==> src/rtl/wb_result_select.sv <==
// rtl/wb_result_select.sv - write-back source select with load handshake and byte/halfword extraction
// Issues a word read for loads, then drives one registered register-file write per instruction.
module wb_result_select #(
  parameter int unsigned TIMEOUT = 16
) (
  input  logic        clk,
  input  logic        rst,
  input  logic        start,
  input  logic [4:0]  rd,
  input  logic        reg_wr_en,
  input  logic [1:0]  wb_sel,
  input  logic [2:0]  funct3,
  input  logic [31:0] alu_result,
  input  logic [31:0] pc,
  input  logic [31:0] imm,
  input  logic [31:0] mem_rdata,
  input  logic        mem_rvalid,
  output logic        mem_req,
  output logic [31:0] mem_addr,
  output logic        rf_we,
  output logic [4:0]  rf_waddr,
  output logic [31:0] rf_wdata,
  output logic        busy,
  output logic        done,
  output logic        load_err
);

  typedef enum logic [1:0] {IDLE, MEMWAIT, WRITE} state_t;

  state_t      state_q, state_d;
  logic [7:0]  cnt_q, cnt_d;
  logic [4:0]  rd_q, rd_d;
  logic        we_q, we_d;
  logic [2:0]  f3_q, f3_d;
  logic [1:0]  lo_q, lo_d;
  logic [31:0] addr_q, addr_d;
  logic        req_q, req_d;
  logic        rf_we_q, rf_we_d;
  logic [4:0]  waddr_q, waddr_d;
  logic [31:0] wdata_q, wdata_d;
  logic        busy_q, busy_d;
  logic        done_q, done_d;
  logic        err_q, err_d;

  logic        fin, fin_err, fin_we;
  logic [4:0]  fin_rd;
  logic [31:0] fin_data;
  logic        f3_legal, misaligned;

  function automatic logic [31:0] load_ext(input logic [2:0] f3, input logic [1:0] a,
                                           input logic [31:0] w);
    logic [7:0]  b;
    logic [15:0] h;
    case (a)
      2'd0:    b = w[7:0];
      2'd1:    b = w[15:8];
      2'd2:    b = w[23:16];
      default: b = w[31:24];
    endcase
    h = a[1] ? w[31:16] : w[15:0];
    case (f3)
      3'b000:  load_ext = {{24{b[7]}}, b};
      3'b001:  load_ext = {{16{h[15]}}, h};
      3'b100:  load_ext = {24'd0, b};
      3'b101:  load_ext = {16'd0, h};
      default: load_ext = w;
    endcase
  endfunction

  always_comb begin
    f3_legal   = (funct3 == 3'b000) || (funct3 == 3'b001) || (funct3 == 3'b010) ||
                 (funct3 == 3'b100) || (funct3 == 3'b101);
    misaligned = ((funct3[1:0] == 2'b01) && alu_result[0]) ||
                 ((funct3 == 3'b010) && (alu_result[1:0] != 2'b00));
  end

  always_comb begin
    state_d  = state_q;
    cnt_d    = cnt_q;
    rd_d     = rd_q;
    we_d     = we_q;
    f3_d     = f3_q;
    lo_d     = lo_q;
    addr_d   = addr_q;
    waddr_d  = waddr_q;
    wdata_d  = wdata_q;
    rf_we_d  = 1'b0;
    done_d   = 1'b0;
    err_d    = 1'b0;
    fin      = 1'b0;
    fin_err  = 1'b0;
    fin_we   = 1'b0;
    fin_rd   = rd_q;
    fin_data = 32'd0;

    case (state_q)
      IDLE: begin
        cnt_d = 8'd0;
        if (start) begin
          rd_d   = rd;
          we_d   = reg_wr_en;
          f3_d   = funct3;
          lo_d   = alu_result[1:0];
          addr_d = {alu_result[31:2], 2'b00};
          fin_we = reg_wr_en;
          fin_rd = rd;
          case (wb_sel)
            2'b00:   fin_data = alu_result;
            2'b10:   fin_data = pc + 32'd4;
            2'b11:   fin_data = imm;
            default: fin_data = 32'd0;
          endcase
          if (wb_sel != 2'b01) begin
            fin = 1'b1;
          end else if (!f3_legal || misaligned) begin
            fin     = 1'b1;
            fin_err = 1'b1;
          end else begin
            state_d = MEMWAIT;
          end
        end
      end
      MEMWAIT: begin
        fin_we = we_q;
        // Data arriving on the last counted cycle still wins over the timeout.
        if (mem_rvalid) begin
          fin      = 1'b1;
          fin_data = load_ext(f3_q, lo_q, mem_rdata);
        end else if (cnt_q == 8'(TIMEOUT - 1)) begin
          fin     = 1'b1;
          fin_err = 1'b1;
        end else begin
          cnt_d = cnt_q + 8'd1;
        end
      end
      WRITE:   state_d = IDLE;
      default: state_d = IDLE;
    endcase

    if (fin) begin
      state_d = WRITE;
      done_d  = 1'b1;
      err_d   = fin_err;
      rf_we_d = fin_we && (fin_rd != 5'd0) && !fin_err;
      waddr_d = fin_rd;
      wdata_d = fin_err ? 32'd0 : fin_data;
    end

    req_d  = (state_d == MEMWAIT);
    busy_d = (state_d != IDLE);
  end

  always_ff @(posedge clk or posedge rst) begin
    if (rst) begin
      state_q <= IDLE;
      cnt_q   <= 8'd0;
      rd_q    <= 5'd0;
      we_q    <= 1'b0;
      f3_q    <= 3'd0;
      lo_q    <= 2'd0;
      addr_q  <= 32'd0;
      req_q   <= 1'b0;
      rf_we_q <= 1'b0;
      waddr_q <= 5'd0;
      wdata_q <= 32'd0;
      busy_q  <= 1'b0;
      done_q  <= 1'b0;
      err_q   <= 1'b0;
    end else begin
      state_q <= state_d;
      cnt_q   <= cnt_d;
      rd_q    <= rd_d;
      we_q    <= we_d;
      f3_q    <= f3_d;
      lo_q    <= lo_d;
      addr_q  <= addr_d;
      req_q   <= req_d;
      rf_we_q <= rf_we_d;
      waddr_q <= waddr_d;
      wdata_q <= wdata_d;
      busy_q  <= busy_d;
      done_q  <= done_d;
      err_q   <= err_d;
    end
  end

  assign mem_req  = req_q;
  assign mem_addr = addr_q;
  assign rf_we    = rf_we_q;
  assign rf_waddr = waddr_q;
  assign rf_wdata = wdata_q;
  assign busy     = busy_q;
  assign done     = done_q;
  assign load_err = err_q;

endmodule

==> config.mk <==
export PLATFORM = sky130hd
export DESIGN_NAME = wb_result_select
export DESIGN_NICKNAME = d
export VERILOG_FILES = /design/src/rtl/wb_result_select.sv
export SDC_FILE = /design/constraint.sdc
export NUM_CORES = 1
export LEC_CHECK = 0
export ABC_AREA = 1
export CORE_MARGIN = 2
export CORE_UTILIZATION = 46
export DETAILED_ROUTE_END_ITERATION = 12
export MAX_ROUTING_LAYER = met4
export PLACE_DENSITY = 0.82
export SLEW_MARGIN = 5
export SYNTH_ARGS = -nofsm -noshare
export SYNTH_HDL_FRONTEND = slang
export SYNTH_SLANG_ARGS = --single-unit
==> constraint.sdc <==
create_clock -name clk -period 4.15 [get_ports clk]
set_input_delay 0.83 -clock clk [delete_from_list [all_inputs] [get_ports clk]]
set_output_delay 0.83 -clock clk [all_outputs]
set_load 0.005 [all_outputs]
==> flow_summary.ini <==
[synth]
ys_top_cells_by_area = dfrtp_1 (39%), nand2_1 (22%), inv_1 (6.9%)
synth_edf_count = 0
synth_xor_area_share_pct = 0.587
yosys.area_share.simple_pct = 36.4
synth_common_cells = nand2_1 (346), inv_1 (109), dfrtp_1 (93)
yosys.area.top_type = dfrtp_1
synth_compound_area_share_pct = 13.6
synth_fa_ha_area_share_pct = 0.420
synth-main-ff-cell = dfrtp_1
ys_warn_count = 0
syn_area_um2 = 5960
synthCells = 917
synthArstFlopShare_pct = 100
ys_seq_area_share_pct = 39.0
synth_top_family_by_area = simple AND/OR/NAND/NOR gates
ys_seq_elements = 93
yosysMostFrequentCell = nand2_1
muxShareOfSynthArea_pct = 0
synth_top_area_share_pct = 39.0
syn_area_per_cell_um2 = 6.50
ys_types = 38

[route]
vias = 6716
firstDrtPassIters = 5
routed.top_layer = met4
routed_wl_um = 20500
vias_per_cell = 5.19
wl_met2_um = 9610
met3_length_um = 1530
drt_iter0_markers = 647
wl_per_cell_um = 15.9
wl_met1_um = 8530
drtAntennaViolNets = 0
drc_errors = 0

[global_route]
grtUsageTotal_pct = 30.5
grt_pass1_wl_um = 32800
grt_pass1_vias = 6489
grt_antenna_before_repair = 0
grt_overflow = 0
grt_max_degree = 60

[final_layout]
num_antenna_cells = 0
fin_nets = 1261
fill_cells = 1155
stdcell_area_um2 = 8510
drive_gt1_share_pct = 4.28
syn_to_final_growth_pct = 42.8

[placed_design]
dp_hpwl_um = 16100
port_buffers = 214
place_area_um2 = 8220
place_congestion = 0.955

[critical_path]
critPathMaxStageDelay_ps = 550
crit_path_max_fanout = 40
end_kind = flop
crit_path_cell_trace = clkdlybuf4s50_1 > nand2_2 > inv_1 > nand2_1 > nand2_2 > inv_2 > nand2_1 > nand3_1
start_kind = primary input
crit_type = in2reg
critPathArrivalTime_ps = 3290
slowest_stage = inv_2
worst_ep_required_time_ps = 4430

[clock_network]
numCtsBuffers = 9
cts_tree = yes
hold_buffers = 0
ctsRootBufferMaster = clkbuf_16
clk_pin_slew_ps = 70
clock_sinks = 93
ctsResizeCount = 0
post_cts_buffers = 0
cts.path.max_buffers = 2
htreeDepth = 3
clock_latency_ps = 350

[timing]
setup_violations = 0
hold_ws_ps = 481
grt_setup_unrepaired = no
finalCriticalPeriod_ps = 3010
tightest_slew_ps = 968
slew_headroom_pct = 35.4
final.period_utilization_pct = 72.5
skew_ps = 9.65
tns_ps = 0
hold_viol = 0
fmax_ghz = 0.332
slew_violations = 0

[power]
power_frac_seq_pct = 39.0
p_clk_share_pct = 26.0
finalPower_uw = 3180
p_leak_uw = 0.00399
p_sw_uw = 1090
pwr-share-comb_pct = 35.0
power.internal_uw = 2090
max-vdd-ir-drop_uv = 202
p_per_area_nw_per_um2 = 373
swShare_pct = 34.3

[floorplan]
die_h_um = 118
fp.dieW_um = 118
initial_utilization_pct = 47.3
rows = 41
die_area_um2 = 13900
coreArea_um2 = 12600
ioPinCount = 217

[run]
cap_violations = 0

[hold_path]
hold_path.class = reg2reg

[outcome]
status = complete, no violations
cells by family after synthesis:
logic type	after synthesis
AO/OA/AOI/OAI	145
XOR/XNOR	4
adder cells (fa/ha/maj)	2
buffers and inverters	149
flip-flops	93
other	1
AND/OR/NAND/NOR	523
worst paths after layout:
check / cells after the start / startpoint / slack, ps / end
min reg2reg: 2 / mem_addr[3]$_DFFE_PP0P_ / 480 / mem_addr[3]$_DFFE_PP0P_
max: 8 / start / 1140 / rf_wdata[21]$_DFFE_PP0P_
max in group asynchronous: 3 / rst / 2450 / f3_q[1]$_DFFE_PP0P_
min: 2 / mem_addr[3]$_DFFE_PP0P_ / 480 / mem_addr[3]$_DFFE_PP0P_
max reg2reg: 8 / state_q[1]$_DFF_PP0_ / 1600 / rf_wdata[21]$_DFFE_PP0P_
min in group asynchronous: 2 / rst / 960 / mem_addr[3]$_DFFE_PP0P_
per-stage QoR:
stage	cells	util [%]	setup WS (ps)
6_report	1293	67.5	1140
5_1_grt	1293	67.5	911
4_1_cts	1293	67.5	1190
3_5_place_dp	1277	65.1	877
3_3_place_gp	1277	65.1	960
2_1_floorplan	918	-	900
critical path, delay by kind of cell:
family | cells | cell delay [ps]
buffers and inverters | 3 | 1390
AND/OR/NAND/NOR | 5 | 1050
power groups by stage:
stage          clock, uW  combinational [uW]  sequential, uW
2_1_floorplan          0                 489            1220
3_3_place_gp           0                1080            1250
3_5_place_dp           0                1110            1240
4_1_cts              825                1110            1240
5_1_grt              866                1220            1260
6_report             826                1110            1240
cells in the final DEF, fill, tap and decap left out:
master and n:
xor2_1 3, dfrtp_1 93, nand2_1 346, nor4_1 2, a31oi_1 3, a21o_1 3, inv_8 3, inv_4 1
inv_1 108, nand3_1 77, o21ai_1 3, nor2_1 69, nor2_2 4, ha_1 2, conb_1 2, a21oi_1 30
nor3_1 4, and2_1 1, clkinv_4 3, o21ai_0 80, o211ai_2 1, buf_4 7, a21oi_2 1, nand4_1 7
inv_2 5, clkinv_1 1, o21bai_1 8, clkdlybuf4s50_1 214, nand2_2 4, clkbuf_16 9, o221ai_1 1, nor3_2 2
o31ai_1 4, xnor2_1 1, nand3_2 1, clkinvlp_4 1, o211ai_1 11, nand4_4 1, nor2_4 3, or2_2 2
layer usage:
metal / up-vias / global-route usage [%]
met5: - / -
met4: 0 / 12.8
met3: 65 / 6.20
met2: 298 / 48.6
met1: 3058 / 38.0
li1: 3295 / -
layout make-up:
cell class / count / area, um2 / share of cell area (%)
Timing Repair Buffer: 221 / 2190 / 25.8
Inverter: 115 / 434 / 5.10
Clock inverter: 7 / 67.6 / 0.794
Multi-Input combinational cell: 676 / 3050 / 35.8
Clock buffer: 9 / 225 / 2.65
Sequential cell: 93 / 2330 / 27.3
Tap cell: 172 / 215 / 2.53
state kept, by name, indices dropped and copies added (netlist names), 2 cells and up:
signal    count
f3_q          3
rf_waddr      5
cnt_q         8
rd_q          5
state_q       2
mem_addr     30
lo_q          2
rf_wdata     32
(Power assumes the default switching activity.)
